==> src/rtl/button_event_decoder_pkg.sv <==
// Shared types and defaults for the button event decoder: FSM state encoding,
// event pulse bundle and default timing parameters.
package button_event_decoder_pkg;

    localparam int DEFAULT_LONG_TICKS   = 100;
    localparam int DEFAULT_DCLICK_TICKS = 25;
    localparam int DEFAULT_CNT_W        = 8;

    typedef enum logic [2:0] {
        ST_IDLE           = 3'd0,
        ST_PRESSED        = 3'd1,
        ST_LONG_HELD      = 3'd2,
        ST_WAIT_SECOND    = 3'd3,
        ST_SECOND_PRESSED = 3'd4
    } state_e;

    // One bit per output pulse; registered as a group so they share timing.
    typedef struct packed {
        logic press;
        logic rel;
        logic long_press;
        logic single_click;
        logic double_click;
    } events_t;

endpackage

==> src/rtl/button_event_decoder_tick_counter.sv <==
// Tick-enabled counter with synchronous clear and terminal-count compare;
// shared by the event decoder and the debounce timer.
module tick_counter #(
    parameter int CNT_W = 8
) (
    input  logic             clk,
    input  logic             rst_n,
    input  logic             i_clear,
    input  logic             i_enable,
    input  logic [CNT_W-1:0] i_term,
    output logic             o_at_term
);

    localparam logic [CNT_W-1:0] CNT_MAX = '1;

    logic [CNT_W-1:0] r_count;

    // NOTE: sequential state uses non-blocking assignments so every register
    // samples pre-edge values, independent of block ordering.
    always_ff @(posedge clk or negedge rst_n) begin
        if (!rst_n) begin
            r_count <= '0;
        end else if (i_clear) begin
            r_count <= '0;
        end else if (i_enable && (r_count != CNT_MAX)) begin
            // Saturate rather than wrap if a caller forgets to clear.
            r_count <= r_count + 1'b1;
        end
    end

    assign o_at_term = (r_count == i_term);

endmodule

==> src/rtl/button_event_decoder.sv <==
// Turns a debounced button level into press/release/long/single/double-click
// one-cycle pulses, all registered with one clock of latency.
module button_event_decoder
    import button_event_decoder_pkg::*;
#(
    parameter int LONG_TICKS   = DEFAULT_LONG_TICKS,
    parameter int DCLICK_TICKS = DEFAULT_DCLICK_TICKS,
    parameter int CNT_W        = DEFAULT_CNT_W
) (
    input  logic clk,
    input  logic rst_n,
    input  logic i_debounced,
    input  logic i_tick,
    output logic o_press,
    output logic o_release,
    output logic o_long_press,
    output logic o_single_click,
    output logic o_double_click,
    output logic o_held
);

    localparam logic [CNT_W-1:0] LONG_TERM   = CNT_W'(LONG_TICKS - 1);
    localparam logic [CNT_W-1:0] DCLICK_TERM = CNT_W'(DCLICK_TICKS - 1);

    state_e           r_state;
    events_t          r_evt;
    logic             r_held;

    logic             w_rise;
    logic             w_fall;
    logic             w_at_term;
    logic             w_timeout;
    logic             w_cnt_clear;
    logic             w_cnt_enable;
    logic [CNT_W-1:0] w_term;

    assign w_rise    =  i_debounced & ~r_held;
    assign w_fall    = ~i_debounced &  r_held;
    assign w_term    = (r_state == ST_PRESSED) ? LONG_TERM : DCLICK_TERM;
    assign w_timeout = i_tick & w_at_term;

    // Counter runs only in the two timed states and is cleared on any exit,
    // so each state entry starts counting from zero.
    always_comb begin
        // NOTE: defaults first so every path assigns both signals (no latches).
        w_cnt_clear  = 1'b1;
        w_cnt_enable = 1'b0;
        case (r_state)
            ST_PRESSED: begin
                if (!(w_fall || w_timeout)) begin
                    w_cnt_clear  = 1'b0;
                    w_cnt_enable = i_tick;
                end
            end
            ST_WAIT_SECOND: begin
                if (!(w_rise || w_timeout)) begin
                    w_cnt_clear  = 1'b0;
                    w_cnt_enable = i_tick;
                end
            end
            default: begin
                w_cnt_clear  = 1'b1;
                w_cnt_enable = 1'b0;
            end
        endcase
    end

    tick_counter #(
        .CNT_W (CNT_W)
    ) u_tick_counter (
        .clk       (clk),
        .rst_n     (rst_n),
        .i_clear   (w_cnt_clear),
        .i_enable  (w_cnt_enable),
        .i_term    (w_term),
        .o_at_term (w_at_term)
    );

    always_ff @(posedge clk or negedge rst_n) begin
        if (!rst_n) begin
            r_state <= ST_IDLE;
            r_held  <= 1'b0;
            r_evt   <= '0;
        end else begin
            r_held <= i_debounced;
            r_evt  <= '0;
            // Edge checks precede timeouts so an edge wins a same-cycle collision.
            case (r_state)
                ST_IDLE: begin
                    if (w_rise) begin
                        r_evt.press <= 1'b1;
                        r_state     <= ST_PRESSED;
                    end
                end
                ST_PRESSED: begin
                    if (w_fall) begin
                        r_evt.rel <= 1'b1;
                        r_state   <= ST_WAIT_SECOND;
                    end else if (w_timeout) begin
                        r_evt.long_press <= 1'b1;
                        r_state          <= ST_LONG_HELD;
                    end
                end
                ST_LONG_HELD: begin
                    if (w_fall) begin
                        r_evt.rel <= 1'b1;
                        r_state   <= ST_IDLE;
                    end
                end
                ST_WAIT_SECOND: begin
                    if (w_rise) begin
                        r_evt.press        <= 1'b1;
                        r_evt.double_click <= 1'b1;
                        r_state            <= ST_SECOND_PRESSED;
                    end else if (w_timeout) begin
                        r_evt.single_click <= 1'b1;
                        r_state            <= ST_IDLE;
                    end
                end
                ST_SECOND_PRESSED: begin
                    if (w_fall) begin
                        r_evt.rel <= 1'b1;
                        r_state   <= ST_IDLE;
                    end
                end
                default: begin
                    r_state <= ST_IDLE;
                end
            endcase
        end
    end

    assign o_press        = r_evt.press;
    assign o_release      = r_evt.rel;
    assign o_long_press   = r_evt.long_press;
    assign o_single_click = r_evt.single_click;
    assign o_double_click = r_evt.double_click;
    assign o_held         = r_held;

endmodule

==> config.mk <==
export PLATFORM = sky130hd
export DESIGN_NAME = button_event_decoder
export DESIGN_NICKNAME = d
export VERILOG_FILES = /design/src/rtl/button_event_decoder_pkg.sv /design/src/rtl/button_event_decoder_tick_counter.sv /design/src/rtl/button_event_decoder.sv
export SDC_FILE = /design/constraint.sdc
export NUM_CORES = 1
export LEC_CHECK = 0
export ABC_AREA = 1
export CORE_ASPECT_RATIO = 1.4
export CORE_MARGIN = 4
export CORE_UTILIZATION = 45
export CTS_CLUSTER_SIZE = 40
export DETAILED_ROUTE_END_ITERATION = 10
export GPL_TIMING_DRIVEN = 0
export MAX_ROUTING_LAYER = met4
export PLACE_DENSITY_LB_ADDON = 0.2
export SYNTH_ARGS = -nofsm -noshare
export SYNTH_HDL_FRONTEND = slang
export SYNTH_SLANG_ARGS = --single-unit
export TNS_END_PERCENT = 50
==> constraint.sdc <==
create_clock -name clk -period 1.4 [get_ports clk]
set_input_delay 0.42 -clock clk [delete_from_list [all_inputs] [get_ports clk]]
set_output_delay 0.42 -clock clk [all_outputs]
set_load 0.02 [all_outputs]
==> out/qor.yml, run 1 <==
worst_setup_path:
  critical_path_class: "reg -> reg"
  crit_path_start_kind: "flip-flop"
  end_kind: "flip-flop"
  crit_start: "r_state[1]"
  crit_required_ns: 1.59
  r2r-start: "r_state[1]"
  ff2ff_setup_slack_ns: -0.008
  r2r-end: "u_tick_counter.r_count[1]"
  cp.arrival_ns: 1.59
  crit_fanout: 6
  worstRegToRegCells: 11
sta:
  finalSetupTns_ns: -0.0124
  setup_ws_ns: -0.00804
  finalMaxSlewViolations: 0
  period_needed_ns: 1.41
  final-setup-viol-count: 2
  rsz0062_at_grt: "yes"
  tightest_slew_ns: 0.770
  slew_headroom_pct: 48.5
  hold_viol: 0
  max_freq_mhz: 710
  period_share_pct: 101
  finClkSkew_ns: 0.00945
floorplanning:
  rows: 19
  initial_core_util_pct: 47.7
  die_area_mm2: 0.00290
  die_w_um: 46.7
  dieHeight_um: 62.1
  ioPinCount: 10
  core_mm2: 0.00197
cts:
  cts.htree.levels: 1
  clk_path_buf_depth: 2
  numCtsBuffers: 3
  root_buffer: "clkbuf_4"
  cts_tree: "done"
  clkTransAtPathRegs_ns: 0.10
  hold_buffers: 0
  clkLatencyLatePin_ns: 0.29
  cts_sinks: 17
final_layout:
  antenna_cells: 0
  area_delta_synth_final_pct: 41.6
  final_nets: 151
  final_cell_mix: "22 x nand2_1, 15 x nand3_2, 15 x dfrtp_1, 11 x inv_1, 10 x buf_4"
  fin_area_mm2: 0.00133
  layout_commonest_cell: "nand2_1"
  drive_gt1_share_pct: 44.1
placement:
  placement.io_buffers: 9
  gp_congestion: 0.921
  hpwl_um: 1350
  place_area_mm2: 0.00106
run_status:
  violations: "setup timing"
  status: "finished, violations left"
route:
  detail-route-antenna-nets: 0
  wirelength_um: 2150
  drt_iter0_drc: 19
  wl_per_cell_um: 13.0
  via_per_inst: 5.22
  drc: 0
  firstDrtPassIters: 6
  vias: 867
global_routing:
  overflow: 0
  grt_start_max_net_pins: 18
  antenna_found_initial: 0
  grt_pass1_wl_um: 3590
  use_met3_pct: 3.47
  use_met2_pct: 28.8
  use_met1_pct: 19.5
  grt_pass1_vias: 852
  grtUsageTotal_pct: 17.4
  grt-busiest-layer: "met2"
synthesis:
  syn_area_um2: 942
  synthCells: 117
  synth_nets: 122
  ys_seq_area_share_pct: 45.2
  ys_warn_count: 0
  avgSynthCellArea_um2: 8.05
  synth_seq_cells: 17
  yosysUniqueCellTypes: 22
worst_hold_path:
  hold_end: "o_held"
  hold_start: "i_debounced"
  hold_path.class: "in -> reg"
  hold_depth: 1
power_and_ir_drop:
  powerDensity_mw_per_mm2: 1490
  p_leak_nw: 0.653
  ir_worst_vdd_uv: 1110
job:
  max_cap_viol_count: 0
state kept, by name (all words and copies together), names as in the netlist:
register                count
o_double_click              1
o_held                      1
o_long_press                1
o_press                     1
o_release                   1
o_single_click              1
r_state                     3
u_tick_counter.r_count      8
layer usage:
| metal | part of all wire, % | vias to the layer above | wire, µm |
|---|---|---|---|
| met5 | 0 | - | 0 |
| met4 | 0.74 | 0 | 16 |
| met3 | 3.5 | 2 | 75 |
| met2 | 58 | 15 | 1250 |
| met1 | 38 | 419 | 809 |
| li1 | - | 431 | - |
repair_timing:
action,CTS,global route
pin swaps,11,10
buffers inserted,12,2
endpoints found under the setup margin,17,17
resized for setup,40,23
gates cloned,1,0
cell type report:
class,instances,area (µm²)
Buffer,1,15.0
Clock buffer,3,22.5
Clock inverter,1,5.00
Fill cell,169,639
Inverter,20,82.6
Multi-Input combinational cell,79,544
Sequential cell,17,428
Tap cell,21,26.3
Timing Repair Buffer,24,210
cells in the mapped netlist:
cell type | count | area share [%]
nand3_1 | 22 | 12
nand3_4 | 1 | 1.9
buf_8 | 1 | 1.6
nand2_1 | 25 | 10
nor3_1 | 2 | 1.1
inv_2 | 3 | 1.2
a21oi_1 | 2 | 1.1
nand2_2 | 1 | 0.66
o22a_1 | 1 | 0.93
dfrtp_1 | 17 | 45
o21ai_0 | 3 | 1.6
nor2_1 | 11 | 4.4
inv_1 | 16 | 6.4
o22ai_4 | 1 | 2.1
nand3_2 | 1 | 1.1
xnor2_1 | 1 | 0.93
xor2_1 | 4 | 3.7
nand4_1 | 1 | 0.66
ha_1 | 1 | 1.3
inv_4 | 1 | 0.66
nand2_4 | 1 | 1.2
nor3b_1 | 1 | 0.80
how the worst max path moves through the flow:
stage          slack [ns]  cells past startpoint                   endpoint
3_3_place_gp        -0.51                      9  u_tick_counter.r_count[5]
3_5_place_dp        -0.53                      9  u_tick_counter.r_count[3]
6_report           -0.008                     11  u_tick_counter.r_count[1]
4_1_cts             -0.03                     11  u_tick_counter.r_count[0]
2_1_floorplan        0.05                      7  u_tick_counter.r_count[2]
5_1_grt             -0.11                     11  u_tick_counter.r_count[7]
metrics by stage:
stage,util [%],hold slack (ns),instances,power (mW),worst slack (ns)
after floorplan,-,0.124,117,1.18,0.0506
after global placement,53.6,0.519,147,1.34,-0.511
after detailed placement,53.6,0.531,147,1.35,-0.525
after CTS,64.2,0.380,164,1.90,-0.0295
after global routing,67.6,0.384,166,2.12,-0.108
final,67.6,0.388,166,1.98,-0.00804
where the power goes:
group,internal (mW),leakage [nW],total (mW),switching (mW)
combinational,0.506,0.409,1.09,0.582
sequential,0.569,0.227,0.634,0.0646
clock,0.106,0.0177,0.261,0.155
cell families (layout without fill, tap and decap cells):
family / count (synthesis) / in the layout / share of synthesized area, %
compound gates: 7 / 7 / 5.71
xor+xnor: 5 / 5 / 4.65
fa+ha+maj: 1 / 1 / 1.33
buf+inv: 21 / 49 / 9.83
flops: 17 / 17 / 45.2
simple gates: 66 / 66 / 33.3
critical path: stages (launching register included):
cell and delay (ns):
dfrtp_1 0.39, inv_2 0.10, nand3_4 0.13, inv_2 0.07, nand2_1 0.04, nand2_1 0.07, nand3_2 0.11, nand2_4 0.11
inv_6 0.05, buf_8 0.12, nand3_1 0.06, nand2_1 0.05
Note: power is estimated with default switching activity, not from simulation.
==> inputs of run 2 (changes only) <==
--- a/config.mk
+++ b/config.mk
@@ -13,7 +13,7 @@
 export DETAILED_ROUTE_END_ITERATION = 10
 export GPL_TIMING_DRIVEN = 0
 export MAX_ROUTING_LAYER = met4
-export PLACE_DENSITY_LB_ADDON = 0.2
+export PLACE_DENSITY = 0.72
 export SYNTH_ARGS = -nofsm -noshare
 export SYNTH_HDL_FRONTEND = slang
 export SYNTH_SLANG_ARGS = --single-unit
==> run 2 against run 1 <==
Against the previous run:
- the run still ends with setup timing left
- power shrank 5.0%
- worst hold slack lost 0.11 ns
- sequential share of layout area grew 1.8 points
- utilization shrank 3.8 points
- combinational power shrank 10%
- clock power grew 3%
- clock skew shrank 0.0072 ns
==> out/qor.yml, run 2 (synthesis results as in run 1) <==
run_status:
  status: "finished, violations left"  # unchanged
  violations: "setup timing"  # unchanged
route:
  wirelength_um: 2170  # was 2150 µm
  detail-route-antenna-nets: 0  # unchanged
  via_per_inst: 5.18  # was 5.22
  drc: 0  # unchanged
  vias: 860  # was 867
  wl_per_cell_um: 13.1  # was 13.0 µm
  drt_iter0_drc: 16  # was 19
  firstDrtPassIters: 4  # was 6
job:
  max_cap_viol_count: 0  # unchanged
floorplanning:
  core_mm2: 0.00197  # unchanged
  dieHeight_um: 62.1  # unchanged
  initial_core_util_pct: 47.7  # unchanged
  rows: 19  # unchanged
  die_w_um: 46.7  # unchanged
  ioPinCount: 10  # unchanged
  die_area_mm2: 0.00290  # unchanged
global_routing:
  overflow: 0  # unchanged
  grt_start_max_net_pins: 18  # unchanged
  antenna_found_initial: 0  # unchanged
  grtUsageTotal_pct: 17.3  # was 17.4%
  grt_pass1_wl_um: 3650  # was 3590 µm
  grt_pass1_vias: 878  # was 852
sta:
  finalMaxSlewViolations: 0  # unchanged
  setup_ws_ns: -0.0690  # was -0.00804 ns
  period_share_pct: 105  # was 101%
  final-setup-viol-count: 10  # was 2
  rsz0062_at_grt: "yes"  # unchanged
  slew_headroom_pct: 47.7  # was 48.5%
  finClkSkew_ns: 0.00229  # was 0.00945 ns
  hold_viol: 0  # unchanged
  max_freq_mhz: 681  # was 710 MHz
  period_needed_ns: 1.47  # was 1.41 ns
  tightest_slew_ns: 0.782  # was 0.770 ns
final_layout:
  drive_gt1_share_pct: 30.3  # was 44.1%
  final_cell_mix: "25 x nand2_1, 19 x nand3_1, 16 x dfrtp_1, 13 x inv_1, 13 x buf_4"  # was 22 x nand2_1, 15 x nand3_2, 15 x dfrtp_1, 11 x inv_1, 10 x buf_4
  largest_reg_flops: 8  # unchanged
  regMostFlops: "u_tick_counter.r_count"  # unchanged
  layout_commonest_cell: "nand2_1"  # unchanged
  final_nets: 151  # unchanged
  antenna_cells: 0  # unchanged
  finish.utilization_pct: 63.8  # was 67.6%
  reg_top3: "u_tick_counter.r_count x8, r_state x3"  # unchanged
  area_delta_synth_final_pct: 33.6  # was 41.6%
cts:
  cts.htree.levels: 1  # unchanged
  clkTransAtPathRegs_ns: 0.10  # about the same
  hold_buffers: 0  # unchanged
  root_buffer: "clkbuf_4"  # unchanged
  cts_sinks: 17  # unchanged
  clkLatencyLatePin_ns: 0.29  # about the same
  numCtsBuffers: 3  # unchanged
  clk_path_buf_depth: 2  # unchanged
  cts_tree: "done"  # unchanged
power_and_ir_drop:
  p_leak_nw: 0.665  # was 0.653 nW
  ir_worst_vdd_uv: 1110  # unchanged
  powerDensity_mw_per_mm2: 1500  # was 1490 mW/mm²
worst_setup_path:
  critical_path_class: "reg -> reg"  # unchanged
  cp.arrival_ns: 1.66  # was 1.59 ns
  ff2ff_setup_slack_ns: -0.07  # was -0.008 ns
  crit_fanout: 7  # was 6
  end_kind: "flip-flop"  # unchanged
  crit_path_start_kind: "flip-flop"  # unchanged
  crit_required_ns: 1.60  # was 1.59 ns
placement:
  place_ws_ns: -0.537  # was -0.525 ns
  hpwl_um: 1440  # was 1350 µm
  placement.io_buffers: 9  # unchanged
  gp_congestion: 0.876  # was 0.921
worst_hold_path:
  hold_path.class: "in -> reg"  # unchanged
[run 2: final cells by class]
| cell class | count | area (µm²) |
|---|---|---|
| Sequential cell | 17 | 427 |
| Buffer | 1 | 15.0 |
| Fill cell | 176 | 714 |
| Timing Repair Buffer | 24 | 210 |
| Inverter | 20 | 82.6 |
| Multi-Input combinational cell | 79 | 472 |
| Clock buffer | 4 | 26.3 |
| Tap cell | 21 | 26.3 |
[run 2: stage by stage]
stage / setup TNS (ns) / area, µm² / instances / power [mW] / hold slack (ns)
finish: -0.469 / 1260 / 166 / 1.88 / 0.279
global route: -1.61 / 1260 / 166 / 2.01 / 0.287
CTS: -0.876 / 1160 / 159 / 1.73 / 0.569
detailed placement: -7.02 / 1060 / 147 / 1.36 / 0.543
global placement: -6.45 / 1060 / 147 / 1.33 / 0.535
floorplan: 0 / 942 / 117 / 1.18 / 0.124
[run 2: where the power goes]
| part | switching, mW | internal [mW] |
|---|---|---|
| Combinational | 0.531 | 0.449 |
| Clock | 0.157 | 0.111 |
| Sequential | 0.0682 | 0.568 |
| Total | 0.755 | 1.13 |
[run 2: path summary, 6_finish.rpt]
check	startpoint	endpoint	cells after the start
max reg2reg	r_state[2]	u_tick_counter.r_count[3]	11
max	r_state[2]	u_tick_counter.r_count[3]	11
min	i_debounced	o_held	1
min reg2reg	r_state[2]	r_state[2]	2
max in group asynchronous	rst_n	u_tick_counter.r_count[1]	1
min in group asynchronous	rst_n	u_tick_counter.r_count[2]	1
[run 2: what timing repair did]
item | CTS | global route
pin swaps | 0 | 6
resized for setup | 20 | 17
endpoints found under the setup margin | 17 | 16
gates cloned | 0 | 1
setup buffers | 8 | 6
[run 2: metal layers]
metal / vias up / GRT usage (%) / routed length [µm]
met2: 17 / 30.0 / 1180
li1: 430 / - / -
met1: 408 / 18.6 / 865
met5: - / - / 0
met4: 0 / 8.30 / 51
met3: 5 / 1.73 / 74
[run 2: worst max-delay path, stage by stage, from the launching register on]
cell,delay (ns)
dfrtp_1,0.43
inv_2,0.10
nand3_4,0.13
inv_2,0.07
nand2_1,0.05
nand2_1,0.07
nand3_2,0.09
nand2_4,0.13
inv_8,0.05
clkbuf_16,0.14
nand3_1,0.06
nand2_1,0.05
==> inputs of run 3 (changes only) <==
--- a/config.mk
+++ b/config.mk
@@ -11,6 +11,7 @@
 export CORE_UTILIZATION = 45
 export CTS_CLUSTER_SIZE = 40
 export DETAILED_ROUTE_END_ITERATION = 10
+export GPL_ROUTABILITY_DRIVEN = 0
 export GPL_TIMING_DRIVEN = 0
 export MAX_ROUTING_LAYER = met4
 export PLACE_DENSITY = 0.72
==> results of run 3 <==
The final DEF is identical to that of run 2; final timing and power are the same.
